--- src/rtl/spram_arbiter.sv ---
// spram_arbiter: shares one synchronous single-port RAM between a CPU port
// (read/write) and a video port (read-only). Each access walks a fixed
// IDLE -> ISSUE -> WAIT -> DONE sequence. The completion ack is high during
// DONE, three cycles after the request was first seen in IDLE.
module spram_arbiter #(
    parameter int unsigned VID_PRIORITY = 0
) (
    input  logic        ram_clk,
    input  logic        ram_rst_n,

    input  logic        cpu_req,
    input  logic        cpu_we,
    input  logic [13:0] cpu_addr,
    input  logic [15:0] cpu_wdata,
    output logic        cpu_ack,
    output logic [15:0] cpu_rdata,

    input  logic        vid_req,
    input  logic [13:0] vid_addr,
    output logic        vid_ack,
    output logic [15:0] vid_rdata,

    output logic [13:0] ram_addr,
    output logic [15:0] ram_data_in,
    output logic        ram_we,
    input  logic [15:0] ram_data_out
);

    typedef enum logic [1:0] {
        S_IDLE,
        S_ISSUE,
        S_WAIT,
        S_DONE
    } state_t;

    localparam logic P_VID_WINS = (VID_PRIORITY != 0);

    state_t r_state;
    state_t w_next_state;

    // r_last_vid is the last grant; it also names the port owning the
    // access in flight, because it only changes on IDLE->ISSUE.
    logic   r_last_vid;
    logic   r_acc_we;
    logic   w_any_req;
    logic   w_grant_vid;

    // Arbitration: a lone requester wins; on a tie, video wins when
    // prioritised, otherwise the port not served last time wins.
    always_comb begin
        w_any_req   = cpu_req | vid_req;
        w_grant_vid = vid_req & (~cpu_req | P_VID_WINS | ~r_last_vid);
    end

    // State register.
    always_ff @(posedge ram_clk or negedge ram_rst_n) begin
        if (!ram_rst_n) begin
            r_state <= S_IDLE;
        end else begin
            r_state <= w_next_state;
        end
    end

    // Next-state logic: one step per clock, leaving IDLE only on a request.
    always_comb begin
        w_next_state = r_state;
        case (r_state)
            S_IDLE:  if (w_any_req) w_next_state = S_ISSUE;
            S_ISSUE: w_next_state = S_WAIT;
            S_WAIT:  w_next_state = S_DONE;
            S_DONE:  w_next_state = S_IDLE;
            default: w_next_state = S_IDLE;
        endcase
    end

    // Datapath: RAM command registers, grant history, read capture and acks.
    always_ff @(posedge ram_clk or negedge ram_rst_n) begin
        if (!ram_rst_n) begin
            r_last_vid  <= 1'b0;
            r_acc_we    <= 1'b0;
            ram_addr    <= '0;
            ram_data_in <= '0;
            ram_we      <= 1'b0;
            cpu_ack     <= 1'b0;
            vid_ack     <= 1'b0;
            cpu_rdata   <= '0;
            vid_rdata   <= '0;
        end else begin
            case (r_state)
                S_IDLE: begin
                    if (w_any_req) begin
                        r_last_vid <= w_grant_vid;
                        if (w_grant_vid) begin
                            ram_addr <= vid_addr;
                            ram_we   <= 1'b0;
                            r_acc_we <= 1'b0;
                        end else begin
                            ram_addr    <= cpu_addr;
                            ram_data_in <= cpu_wdata;
                            ram_we      <= cpu_we;
                            r_acc_we    <= cpu_we;
                        end
                    end
                end
                S_ISSUE: begin
                    ram_we <= 1'b0;
                end
                S_WAIT: begin
                    if (r_last_vid) begin
                        vid_rdata <= ram_data_out;
                        vid_ack   <= 1'b1;
                    end else begin
                        if (!r_acc_we) begin
                            cpu_rdata <= ram_data_out;
                        end
                        cpu_ack <= 1'b1;
                    end
                end
                S_DONE: begin
                    cpu_ack <= 1'b0;
                    vid_ack <= 1'b0;
                end
                default: begin
                    ram_we <= 1'b0;
                end
            endcase
        end
    end

endmodule

--- config.mk ---
export PLATFORM = sky130hd
export DESIGN_NAME = spram_arbiter
export DESIGN_NICKNAME = d
export VERILOG_FILES = /design/src/rtl/spram_arbiter.sv
export SDC_FILE = /design/constraint.sdc
export NUM_CORES = 1
export LEC_CHECK = 0
export ABC_AREA = 1
export BUFFER_PORTS_ARGS = -buffer_cell sky130_fd_sc_hd__clkbuf_2
export CAP_MARGIN = 25
export CORE_ASPECT_RATIO = 0.9
export CORE_MARGIN = 5
export CORE_UTILIZATION = 50
export CTS_BUF_LIST = sky130_fd_sc_hd__clkbuf_2 sky130_fd_sc_hd__clkbuf_4 sky130_fd_sc_hd__clkbuf_8
export CTS_CLUSTER_SIZE = 28
export DETAILED_ROUTE_END_ITERATION = 7
export PLACE_DENSITY = 0.85
export SYNTH_ARGS = -nofsm -noshare
export SYNTH_HDL_FRONTEND = slang
export SYNTH_SLANG_ARGS = --single-unit
--- constraint.sdc ---
create_clock -name ram_clk -period 3.3 [get_ports ram_clk]
set_clock_uncertainty 0.05 [all_clocks]
set_input_delay 0.495 -clock ram_clk [delete_from_list [all_inputs] [get_ports ram_clk]]
set_output_delay 0.495 -clock ram_clk [all_outputs]
set_load 0.1 [all_outputs]
==> impl_metrics.ini, run 1 <==
[yosys]
synth_cells = 311
syn_area_sq_um = 2840
ys_warn_count = 0
synth_area_per_cell_sq_um = 9.14
synth-seq-cells = 69
synth-seq-area-share = 0.607
synthesis.nets = 381
synthDistinctLibCells = 16

[placement]
io_buffers = 129
postPlaceCellArea_sq_um = 3500
gp_congestion = 0.817
place_hpwl_um = 5060

[final_layout]
fin_area_sq_um = 3710
nNetsFinal = 507
fin_util = 0.664
fill_cells = 458
drive_gt1_frac = 0.344
area_growth_pct = 30.6
mostFrequentLayoutCell = clkbuf_2
seqCellArea_sq_um = 1730
antenna_cells = 0
mostFrequentLayoutCells = 128 x clkbuf_2, 104 x nand2_1, 69 x dfrtp_1, 45 x nand3_1, 37 x o21ai_0
multi_input_area_sq_um = 936

[worst_setup_path]
endpoint_kind = flop
cpMaxStageDelayCell = nor2_4
critPathArrivalTime_ns = 2.20
worst_setup_path_start_kind = flop
max_stage_delay_ns = 0.56
crit_buf_inv = 2
path_delay_family = simple AND/OR/NAND/NOR gates
worstPathRequired_ns = 3.46
crit_top_cell = nand2_1
crit_fanout = 31
crit_type = flop to flop
crit_chain = inv_1 > ha_1 > inv_2 > nor2_4 > nand2_4 > nand2_1 > nand2_1

[route]
drtIter0Drc = 112
wl_per_cell_um = 13.3
vias_per_cell = 4.85
vias = 2483
drc = 0
first_pass_iters = 4
drtAntennaViolNets = 0
drt-total-wl_um = 6800

[clock_network]
htree_levels = 3
cts_resized = 0
numCtsBuffers = 9
root_buffer = clkbuf_8
cts_tree = done
clk_pin_slew_worst_paths_ns = 0.08
clock_sinks = 69
cts_hold_buf = 0
clk_latency_ns = 0.33
post_cts_buffers = 0
clock_path_buffers = 2

[floorplan]
core_sq_um = 5600
num_rows = 26
die_h_um = 81.6
ios = 130
initial_core_util = 0.508
die_area_sq_um = 7300
die_width_um = 89.5

[timing]
fmax_mhz = 491
setup_viol = 0
tns_ns = 0
slew_headroom = 0.407
finalCritPeriodShare = 0.617
hold_violations = 0
report.final.slew_viol_count = 0
tightest_slew_ns = 0.887
rsz0062_at_grt = false
period_needed_ns = 2.04

[grt]
grt_pass1_vias = 2437
grt-ovfl-total = 0
grt_pass1_wl_um = 10900
antenna_found_initial = 0
grt.total_usage = 0.193
grt_max_degree = 47

[min_path]
hp-class = primary input to async pin

[flow_run]
drv_cap = 0

[run_status]
status = finished, final reports clean
synth_stat cells:
master,number,area share
buf_2,7,0.012
buf_4,4,0.011
buf_6,1,0.0040
clkbuf_1,4,0.0053
dfrtp_1,69,0.61
ha_1,5,0.022
inv_1,23,0.030
inv_2,1,0.0013
nand2_1,104,0.14
nand2_2,1,0.0022
nand2_4,1,0.0040
nand3_1,45,0.079
nor2_1,4,0.0053
nor2_4,2,0.0079
o21ai_0,38,0.067
o22ai_1,2,0.0044
stage by stage:
step	hold WS, ns	std cells	setup slack, ns
6_report	0.0705	512	1.26
5_1_grt	0.105	512	1.07
4_1_cts	0.0797	512	1.26
3_5_place_dp	0.413	496	1.26
3_3_place_gp	0.410	496	1.39
2_1_floorplan	0.149	311	1.86
sequential cells by signal (all words and copies together), names as in the netlist:
name and flops:
ram_we 1, vid_rdata 16, vid_ack 1, ram_addr 14, r_last_vid 1, cpu_rdata 16
ram_data_in 16, r_state 2, r_acc_we 1, cpu_ack 1
per-layer routing:
metal	share of wire	GRT usage	wire length, um	up-vias
met5	0	0	0	-
met4	0.0075	0.0357	51	0
met3	0.061	0.0652	412	7
met2	0.53	0.343	3620	83
met1	0.40	0.229	2720	1149
li1	-	-	-	1244
kinds of logic after synthesis:
group | after synthesis | share of synthesized area
buffers and inverters | 40 | 0.0638
adders and majority gates | 5 | 0.0220
and+or+nand+nor | 157 | 0.236
DFF | 69 | 0.607
AOI/OAI and AO/OA | 40 | 0.0713
layout make-up:
cell class | count | area share
clock buffer | 9 | 0.0333
sequential | 69 | 0.465
inverter | 24 | 0.0243
tap | 70 | 0.0236
clock inverter | 7 | 0.0243
multi-input combinational | 202 | 0.252
timing repair buffer | 131 | 0.178
final timing paths:
| check | cells after the start | start | to | slack [ns] |
|---|---|---|---|---|
| min in group ram_clk | 3 | vid_addr[6] | ram_addr[6] | 0.33 |
| max in group asynchronous | 2 | ram_rst_n | r_state[0] | 2.17 |
| setup / recovery | 7 | r_state[1] | ram_data_in[6] | 1.26 |
| setup reg to reg | 7 | r_state[1] | ram_data_in[6] | 1.26 |
| hold reg to reg | 2 | ram_data_in[9] | ram_data_in[9] | 0.43 |
| hold / removal | 1 | ram_rst_n | vid_rdata[2] | 0.07 |
Power of run 1 is left out: the tool's default activity adds up to more than one toggle a clock period on the data nets, which glitch-free logic cannot reach.
==> inputs of run 2 (changes only) <==
CORE_UTILIZATION = 44   (was 50)
PLACE_DENSITY = 0.79   (was 0.85)
clock period = 1.65 ns   (was 3.3 ns; I/O delays follow)
==> impl_metrics.ini, run 2 (synthesis gave the netlist of run 1 again) <==
[final_layout]
mostFrequentLayoutCells = 128 x clkbuf_2, 104 x nand2_1, 69 x dfrtp_1, 45 x nand3_1, 37 x o21ai_0
drive_gt1_frac = 0.349
fin_area_sq_um = 3840
antenna_cells = 0
mostFrequentLayoutCell = clkbuf_2
area_growth_pct = 35.2
top_regs = cpu_rdata x16, ram_data_in x16, vid_rdata x16
nNetsFinal = 513

[placement]
gp_congestion = 0.777
postPlaceCellArea_sq_um = 3600
io_buffers = 129
place_hpwl_um = 5230

[clock_network]
clk_latency_ns = 0.32
htree_levels = 3
clock_sinks = 69
clock_path_buffers = 2
cts_resized = 0
clk_pin_slew_worst_paths_ns = 0.07
cts_tree = done
root_buffer = clkbuf_8
numCtsBuffers = 9

[timing]
report.final.slew_viol_count = 0
tightest_slew_ns = 0.561
fmax_mhz = 677
setup_viol = 0
period_needed_ns = 1.48
hold_violations = 0
slew_headroom = 0.628
tns_ns = 0
fin_hold_ws_ns = 0.0874
finalCritPeriodShare = 0.895
rsz0062_at_grt = false

[worst_setup_path]
crit_chain = inv_1 > ha_1 > inv_2 > nor2_4 > buf_12 > nand3_1 > nand2_1
max_stage_delay_ns = 0.40
endpoint_kind = flop
reg2reg_from = r_state[0]
r2r_slack_ns = 0.17
worstRegToRegCells = 7
crit_buf_inv = 3
crit_fanout = 30
path_delay_family = flip-flops
cpMaxStageDelayCell = dfrtp_1
worstPathRequired_ns = 1.86
worst_setup_path_start_kind = flop
crit_cells = 7
crit_type = flop to flop
r2r-end = ram_data_in[3]
critPathArrivalTime_ns = 1.69

[grt]
grt_max_degree = 70
grt_pass1_vias = 2513
grt.total_usage = 0.182
grt_pass1_wl_um = 11700
antenna_found_initial = 0
grt-ovfl-total = 0

[route]
drtIter0Drc = 125
drt-total-wl_um = 7170
wl_per_cell_um = 13.4
drtAntennaViolNets = 0
drc = 0
first_pass_iters = 4
vias_per_cell = 4.74
vias = 2532

[min_path]
hold_depth = 3
min_to = ram_addr[3]
min_from = vid_addr[3]
hp-class = primary input to flop

[flow_run]
drv_cap = 0

[floorplan]
core_sq_um = 6220
initial_core_util = 0.458
die_area_sq_um = 8170
ios = 130
die_h_um = 86.3
num_rows = 27
die_width_um = 94.7

[run_status]
status = finished, final reports clean
==> run 2: changes by cell type in the layout (fill, tap and decap cells not counted), sizes merged <==
cell,previous run,this run
buf,3,8
bufinv,2,3
clkinv,3,0
clkinvlp,2,3
dlygate4sd3,0,1
==> run 2: how the worst max path moves through the flow <==
stage	from	to	slack [ns]
after CTS	r_state[0]	ram_data_in[5]	0.16
after global routing	r_last_vid	ram_addr[11]	0.03
after detailed placement	r_state[0]	ram_addr[13]	0.18
after global placement	r_last_vid	ram_addr[3]	0.24
final	r_state[0]	ram_data_in[3]	0.17
after floorplan	r_state[0]	ram_data_in[10]	0.28
==> run 2: layout make-up <==
| class | count | area, sq um |
|---|---|---|
| Fill cell | 601 | 2370 |
| Sequential cell | 69 | 1730 |
| Inverter | 24 | 90.1 |
| Clock inverter | 6 | 113 |
| Tap cell | 87 | 109 |
| Multi-Input combinational cell | 202 | 936 |
| Clock buffer | 9 | 124 |
| Timing Repair Buffer | 137 | 746 |
==> run 2: layer usage <==
layer / GRT usage / up-vias / wire length (um)
li1: - / 1257 / -
met1: 0.237 / 1207 / 3130
met2: 0.304 / 59 / 3670
met3: 0.0260 / 9 / 275
met4: 0.0760 / 0 / 99
met5: 0 / - / 0
==> run 2: what timing repair did <==
item,in CTS,in global routing
endpoints found under the hold margin,69,0
buffers inserted,0,0
hold buffers,1,0
==> run 2: tightest hold or removal path, delay by kind of cell <==
| family | cells | cell delay [ns] |
|---|---|---|
| buffers and inverters | 1 | 0.08 |
| AND/OR/NAND/NOR | 2 | 0.11 |
==> run 2: stage by stage <==
step                      cells  utilization  setup WS (ns)
after floorplan             311            -          0.282
after global placement      518        0.579          0.237
after detailed placement    518        0.579          0.175
after CTS                   534        0.618          0.159
after global routing        534        0.618         0.0321
final                       534        0.618          0.173
Power of run 2 is left out for the same reason.
